--- src/rtl/act_pkg.sv ---
// Shared types for the streaming activation unit: activation modes and the
// per-beat configuration captured alongside each input vector.
package act_pkg;

  localparam int ACT_DATA_WIDTH = 16;
  localparam int ACT_SHIFT_W    = 4;

  typedef enum logic [1:0] {
    ACT_RELU   = 2'b00,
    ACT_LEAKY  = 2'b01,
    ACT_CLIP   = 2'b10,
    ACT_BYPASS = 2'b11
  } act_mode_e;

  typedef struct packed {
    act_mode_e                          mode;
    logic [ACT_SHIFT_W-1:0]             leak_shift;
    logic signed [ACT_DATA_WIDTH-1:0]   clip_max;
  } act_cfg_t;

endpackage

--- src/rtl/act_lane.sv ---
// One combinational activation lane; also flags negative inputs and
// CLIP-mode inputs above the ceiling for the optional statistics counters.
module act_lane
  import act_pkg::*;
#(
  parameter int DATA_WIDTH = ACT_DATA_WIDTH
) (
  input  logic signed [DATA_WIDTH-1:0] x,
  input  act_cfg_t                     cfg,
  output logic signed [DATA_WIDTH-1:0] y,
  output logic                         is_neg,
  output logic                         is_clip
);

  localparam logic signed [DATA_WIDTH-1:0] ZERO = '0;

  logic signed [DATA_WIDTH-1:0] cmax;

  assign cmax    = cfg.clip_max;
  assign is_neg  = (x < ZERO);
  assign is_clip = (cfg.mode == ACT_CLIP) && (x > cmax);

  // A non-positive ceiling forces CLIP results to zero rather than passing it through.
  always_comb begin
    y = x;
    case (cfg.mode)
      ACT_RELU:  y = (x > ZERO) ? x : ZERO;
      ACT_LEAKY: y = (x >= ZERO) ? x : (x >>> cfg.leak_shift);
      ACT_CLIP: begin
        if ((x <= ZERO) || (cmax <= ZERO)) y = ZERO;
        else if (x > cmax)                 y = cmax;
        else                               y = x;
      end
      default:   y = x;
    endcase
  end

endmodule

--- src/rtl/act_stream.sv ---
// Two-stage stallable activation pipeline with valid/ready handshakes.
// Define ACT_STATS_EN to add the saturating neg_cnt/clip_cnt statistics.
module act_stream
  import act_pkg::*;
#(
  parameter int VEC_SIZE   = 4,
  parameter int DATA_WIDTH = ACT_DATA_WIDTH,
  parameter int FIXED_PNT  = 8,
  parameter int SHIFT_W    = ACT_SHIFT_W,
  parameter int CNT_WIDTH  = 32
) (
  input  logic                         clk,
  input  logic                         rst_n,
  input  logic                         in_valid,
  output logic                         in_ready,
  input  logic signed [DATA_WIDTH-1:0] in_vec [VEC_SIZE],
  input  act_mode_e                    mode,
  input  logic [SHIFT_W-1:0]           leak_shift,
  input  logic signed [DATA_WIDTH-1:0] clip_max,
  output logic                         out_valid,
  input  logic                         out_ready,
  output logic signed [DATA_WIDTH-1:0] out_vec [VEC_SIZE]
`ifdef ACT_STATS_EN
  ,
  input  logic                         stats_clr,
  output logic [CNT_WIDTH-1:0]         neg_cnt,
  output logic [CNT_WIDTH-1:0]         clip_cnt
`endif
);

  // The config struct has fixed package widths, so reject mismatched overrides.
  if (DATA_WIDTH != ACT_DATA_WIDTH || SHIFT_W != ACT_SHIFT_W ||
      FIXED_PNT >= DATA_WIDTH || CNT_WIDTH < 1) begin : g_bad_cfg
    $error("act_stream: unsupported parameter combination");
  end

  logic                         s1_valid, s2_valid, adv1, adv2;
  logic signed [DATA_WIDTH-1:0] s1_vec [VEC_SIZE];
  act_cfg_t                     s1_cfg;
  logic signed [DATA_WIDTH-1:0] lane_y [VEC_SIZE];
  logic [VEC_SIZE-1:0]          lane_neg, lane_clip;
  logic signed [DATA_WIDTH-1:0] s2_vec [VEC_SIZE];

  assign adv2      = s1_valid & (~s2_valid | out_ready);
  assign adv1      = ~s1_valid | adv2;
  assign in_ready  = adv1;
  assign out_valid = s2_valid;
  assign out_vec   = s2_vec;

  always_ff @(posedge clk or negedge rst_n) begin
    if (!rst_n) begin
      s1_valid <= 1'b0;
      s1_cfg   <= '0;
      for (int i = 0; i < VEC_SIZE; i++) s1_vec[i] <= '0;
    end else if (adv1) begin
      s1_valid <= in_valid;
      if (in_valid) begin
        s1_vec <= in_vec;
        s1_cfg <= '{mode: mode, leak_shift: leak_shift, clip_max: clip_max};
      end
    end
  end

  for (genvar g = 0; g < VEC_SIZE; g++) begin : g_lane
    act_lane #(.DATA_WIDTH(DATA_WIDTH)) u_lane (
      .x       (s1_vec[g]),
      .cfg     (s1_cfg),
      .y       (lane_y[g]),
      .is_neg  (lane_neg[g]),
      .is_clip (lane_clip[g])
    );
  end

  // S2 drains on an output transfer even when S1 has nothing to hand over.
  always_ff @(posedge clk or negedge rst_n) begin
    if (!rst_n) begin
      s2_valid <= 1'b0;
      for (int i = 0; i < VEC_SIZE; i++) s2_vec[i] <= '0;
    end else if (adv2) begin
      s2_valid <= 1'b1;
      s2_vec   <= lane_y;
    end else if (out_ready) begin
      s2_valid <= 1'b0;
    end
  end

`ifdef ACT_STATS_EN
  localparam int NW = $clog2(VEC_SIZE + 1);

  logic [NW-1:0]        lane_neg_n, lane_clip_n, s2_neg_n, s2_clip_n;
  logic [CNT_WIDTH:0]   neg_sum, clip_sum;

  always_comb begin
    lane_neg_n  = '0;
    lane_clip_n = '0;
    for (int i = 0; i < VEC_SIZE; i++) begin
      lane_neg_n  = lane_neg_n  + NW'(lane_neg[i]);
      lane_clip_n = lane_clip_n + NW'(lane_clip[i]);
    end
  end

  // Lane flags travel with the beat so counts land exactly on its output transfer.
  always_ff @(posedge clk or negedge rst_n) begin
    if (!rst_n) begin
      s2_neg_n  <= '0;
      s2_clip_n <= '0;
    end else if (adv2) begin
      s2_neg_n  <= lane_neg_n;
      s2_clip_n <= lane_clip_n;
    end
  end

  assign neg_sum  = {1'b0, neg_cnt}  + (CNT_WIDTH+1)'(s2_neg_n);
  assign clip_sum = {1'b0, clip_cnt} + (CNT_WIDTH+1)'(s2_clip_n);

  always_ff @(posedge clk or negedge rst_n) begin
    if (!rst_n) begin
      neg_cnt  <= '0;
      clip_cnt <= '0;
    end else if (stats_clr) begin
      neg_cnt  <= '0;
      clip_cnt <= '0;
    end else if (s2_valid && out_ready) begin
      neg_cnt  <= neg_sum[CNT_WIDTH]  ? '1 : neg_sum[CNT_WIDTH-1:0];
      clip_cnt <= clip_sum[CNT_WIDTH] ? '1 : clip_sum[CNT_WIDTH-1:0];
    end
  end
`else
  logic unused_stats;
  assign unused_stats = ^{lane_neg, lane_clip};
`endif

endmodule

--- config.mk ---
export PLATFORM = sky130hd
export DESIGN_NAME = act_stream
export DESIGN_NICKNAME = d
export VERILOG_FILES = /design/src/rtl/act_pkg.sv /design/src/rtl/act_lane.sv /design/src/rtl/act_stream.sv
export SDC_FILE = /design/constraint.sdc
export NUM_CORES = 1
export LEC_CHECK = 0
export ABC_AREA = 1
export ABC_CLOCK_PERIOD_IN_PS = 6200
export BUFFER_PORTS_ARGS = -buffer_cell sky130_fd_sc_hd__buf_4
export CORE_ASPECT_RATIO = 0.8
export CORE_MARGIN = 2
export CORE_UTILIZATION = 50
export CTS_CLUSTER_DIAMETER = 200
export DETAILED_ROUTE_END_ITERATION = 10
export PLACE_DENSITY = 0.79
export SETUP_SLACK_MARGIN = 0.1
export SYNTH_ARGS = -nofsm -noshare
export SYNTH_HDL_FRONTEND = slang
export SYNTH_SLANG_ARGS = --single-unit
--- constraint.sdc ---
create_clock -name clk -period 6.2 [get_ports clk]
set_input_delay 0.62 -clock clk [delete_from_list [all_inputs] [get_ports clk]]
set_output_delay 0.62 -clock clk [all_outputs]
set_load 0.03 [all_outputs]
==> impl_metrics.yaml <==
clock_tree:
  cts_tree: "built"
  ctsLongestPathBuffers: 2
  path_clk_slew_ns: 0.06
  numCtsBuffers: 17
  cts_root_buffer: "clkbuf_16"
  htreeDepth: 4
  insertion_delay_ns: 0.45
  cts_resized: 0
  cts_setup_buffers: 0
  cts_hold_buffers: 0
  cts.sinks: 152
synth:
  syn_inst: 1985
  synth_nets: 2139
  syn_area_per_cell_um2: 6.30
  synthesis.area_mm2: 0.0125
  ys_seq_area_share_pct: 30.4
  ys_ff_latch: 152
  yosysWarnings: 0
  ys_types: 33
worst_setup_path:
  cp_top_family: "simple AND/OR/NAND/NOR gates"
  cpMaxStageDelayCell: "nand3_1"
  critical_path_buf_inv_count: 2
  cp_data_required_time_ns: 6.53
  crit_chain: "inv_1 > ha_1 > nand2_1 > inv_2 > nand3_1 > nor2_1 > nand3_1 > nand3_2 > nand2_1 > nand3_1 > nand2_1 > nand2_1 > nand2_1"
  cp.arrival_ns: 3.55
  cp_max_fo: 16
  crit_path_end_kind: "flop"
  slowest_delay_ns: 0.60
  timing.rr.start: "s1_cfg[14]"
  startpoint: "s1_cfg[14]"
  crit_path_frequent_cell: "nand2_1"
  critPathKind: "reg2reg"
  cp-start-kind: "flop"
sta:
  fmax_mhz: 310
  fin_crit_ns: 3.23
  rsz0062_at_grt: "false"
  finalSetupViolCount: 0
  setup-tns-final_ns: 0
  hold_viol: 0
  setup_ws_ns: 2.97
  fin_crit_sh_pct: 52.0
  finalMaxSlewViolations: 0
  tightest_slew_ns: 1.34
  maxSlewHeadroom_pct: 10.3
  fin_skew_ns: 0.0130
final_layout:
  drive_gt1_share_pct: 10.8
  final-seq-area_mm2: 0.00380
  fillers: 2385
  layout_common_cells: "nand2_1, a21oi_1, nor2_1"
  syn2layout_area_growth_pct: 13.4
  final_common_cell: "nand2_1"
  fin_nets: 2209
  design_area_mm2: 0.0142
  diodes: 0
  multiInputGateArea_mm2: 0.00767
floorplan:
  start_util_pct: 51.1
  core_area_mm2: 0.0244
  placementRows: 51
  die-area_mm2: 0.0263
  fp.dieH_um: 145
  die_w_um: 181
  ios: 156
power:
  p_int_uw: 2650
  power_frac_clock_pct: 19.9
  ir_drop_uv: 248
  combPwrFrac_pct: 51.8
  power_density_mw_per_mm2: 365
  switching_share_pct: 48.6
  leakagePower_uw: 0.00721
  switchingPower_uw: 2510
  power.share.sequential_pct: 28.4
detailed_routing:
  avgRoutedWirePerCell_um: 18.7
  routed_wl_um: 44500
  drtIter0Drc: 2084
  drcViolationCount: 0
  final_antenna_net_count: 0
  first_pass_iters: 6
  num_vias: 14300
  viasPerCell: 5.98
place:
  io_buffers: 155
  dp_slack_ns: 3.21
  gp_congestion: 0.987
  placed_cell_area_mm2: 0.0136
  hpwl_um: 30000
global_routing:
  grt_max_degree: 98
  grt_pass1_vias: 12800
  antenna_found_initial: 0
  grt_usage_pct: 33.1
  grt_overflow: 0
  grt_pass1_wl_um: 69800
outcome:
  outcome: "complete, no violations"
job:
  cap_violations: 0
worst_hold_path:
  holdCritPathClass: "in2async"
-- worst register-to-register path, delay by kind of cell (launching register included) --
kind | cells | cell delay [ns]
flops | 1 | 0.38
buf+inv | 2 | 0.50
simple gates | 10 | 1.99
fa+ha+maj | 1 | 0.23
-- logic make-up after synthesis --
group / Yosys count / synth area share, %
flops: 152 / 30.4
buf+inv: 246 / 8.31
mux: 11 / 0.891
fa+ha+maj: 64 / 6.41
compound gates: 421 / 17.5
simple gates: 1091 / 36.5
-- area by class of cell --
type	count	area share, %
multi-input combinational	1587	54.1
sequential	152	26.9
timing repair buffer	168	8.93
inverter	129	3.42
clock buffer	22	3.35
tap	318	2.81
clock inverter	8	0.521
-- routing by layer --
metal | share of wire [%] | vias to the layer above | GRT usage [%]
li1 | - | 6712 | -
met5 | 0 | - | 0
met4 | 3.8 | 0 | 12.9
met2 | 42 | 884 | 48.2
met1 | 43 | 6539 | 48.2
met3 | 11 | 123 | 6.56
-- cell usage after synthesis, drive strengths merged --
cell	n	share of area (%)
ha	64	6.4
clkbuf	61	1.8
o22ai	2	0.10
nor3	9	0.44
nor4	8	0.40
mux2	1	0.090
or2	8	0.40
nor2	184	5.5
a21oi	245	9.8
buf	56	2.6
o31ai	1	0.060
o21a	4	0.24
a22oi	4	0.24
nand4	75	3.8
mux2i	10	0.80
o211ai	16	0.96
dfrtp	152	30
clkinv	2	0.060
nand3	121	5.2
o21ai	145	5.8
nand2	686	21
a21o	4	0.24
inv	127	3.8
-- power by group through the flow --
stage / clock network [µW] / logic [µW] / registers (µW)
5_1_grt: 1070 / 2920 / 1490
4_1_cts: 1040 / 2620 / 1460
2_1_floorplan: 0 / 1520 / 1740
3_3_place_gp: 0 / 2570 / 1470
6_report: 1030 / 2670 / 1470
3_5_place_dp: 0 / 2610 / 1470
-- through the flow --
stage,cells,hold slack (ns),total power [µW],utilization [%]
5_1_grt,2384,0.304,5490,58.0
4_1_cts,2384,0.262,5110,58.0
3_3_place_gp,2354,0.465,4040,55.7
3_5_place_dp,2354,0.466,4080,55.7
2_1_floorplan,1985,0.324,3260,-
6_report,2384,0.225,5170,58.0
-- worst paths after layout --
path | cells after the start | slack [ns] | to
max | 13 | 2.97 | out_vec[1]
min | 1 | 0.22 | out_vec[1]
max reg2reg | 13 | 2.97 | out_vec[1]
min reg2reg | 2 | 0.48 | out_vec[8]
max in group asynchronous | 2 | 4.53 | s1_cfg[16]
min in group clk | 3 | 0.41 | s1_vec[59]
-- sequential cells by signal, indices dropped and copies added (netlist names) --
register / flops
s1_valid: 1
s1_cfg: 22
s1_vec: 64
out_valid: 1
out_vec: 64
No activity file was read; power rests on OpenSTA's default activity.
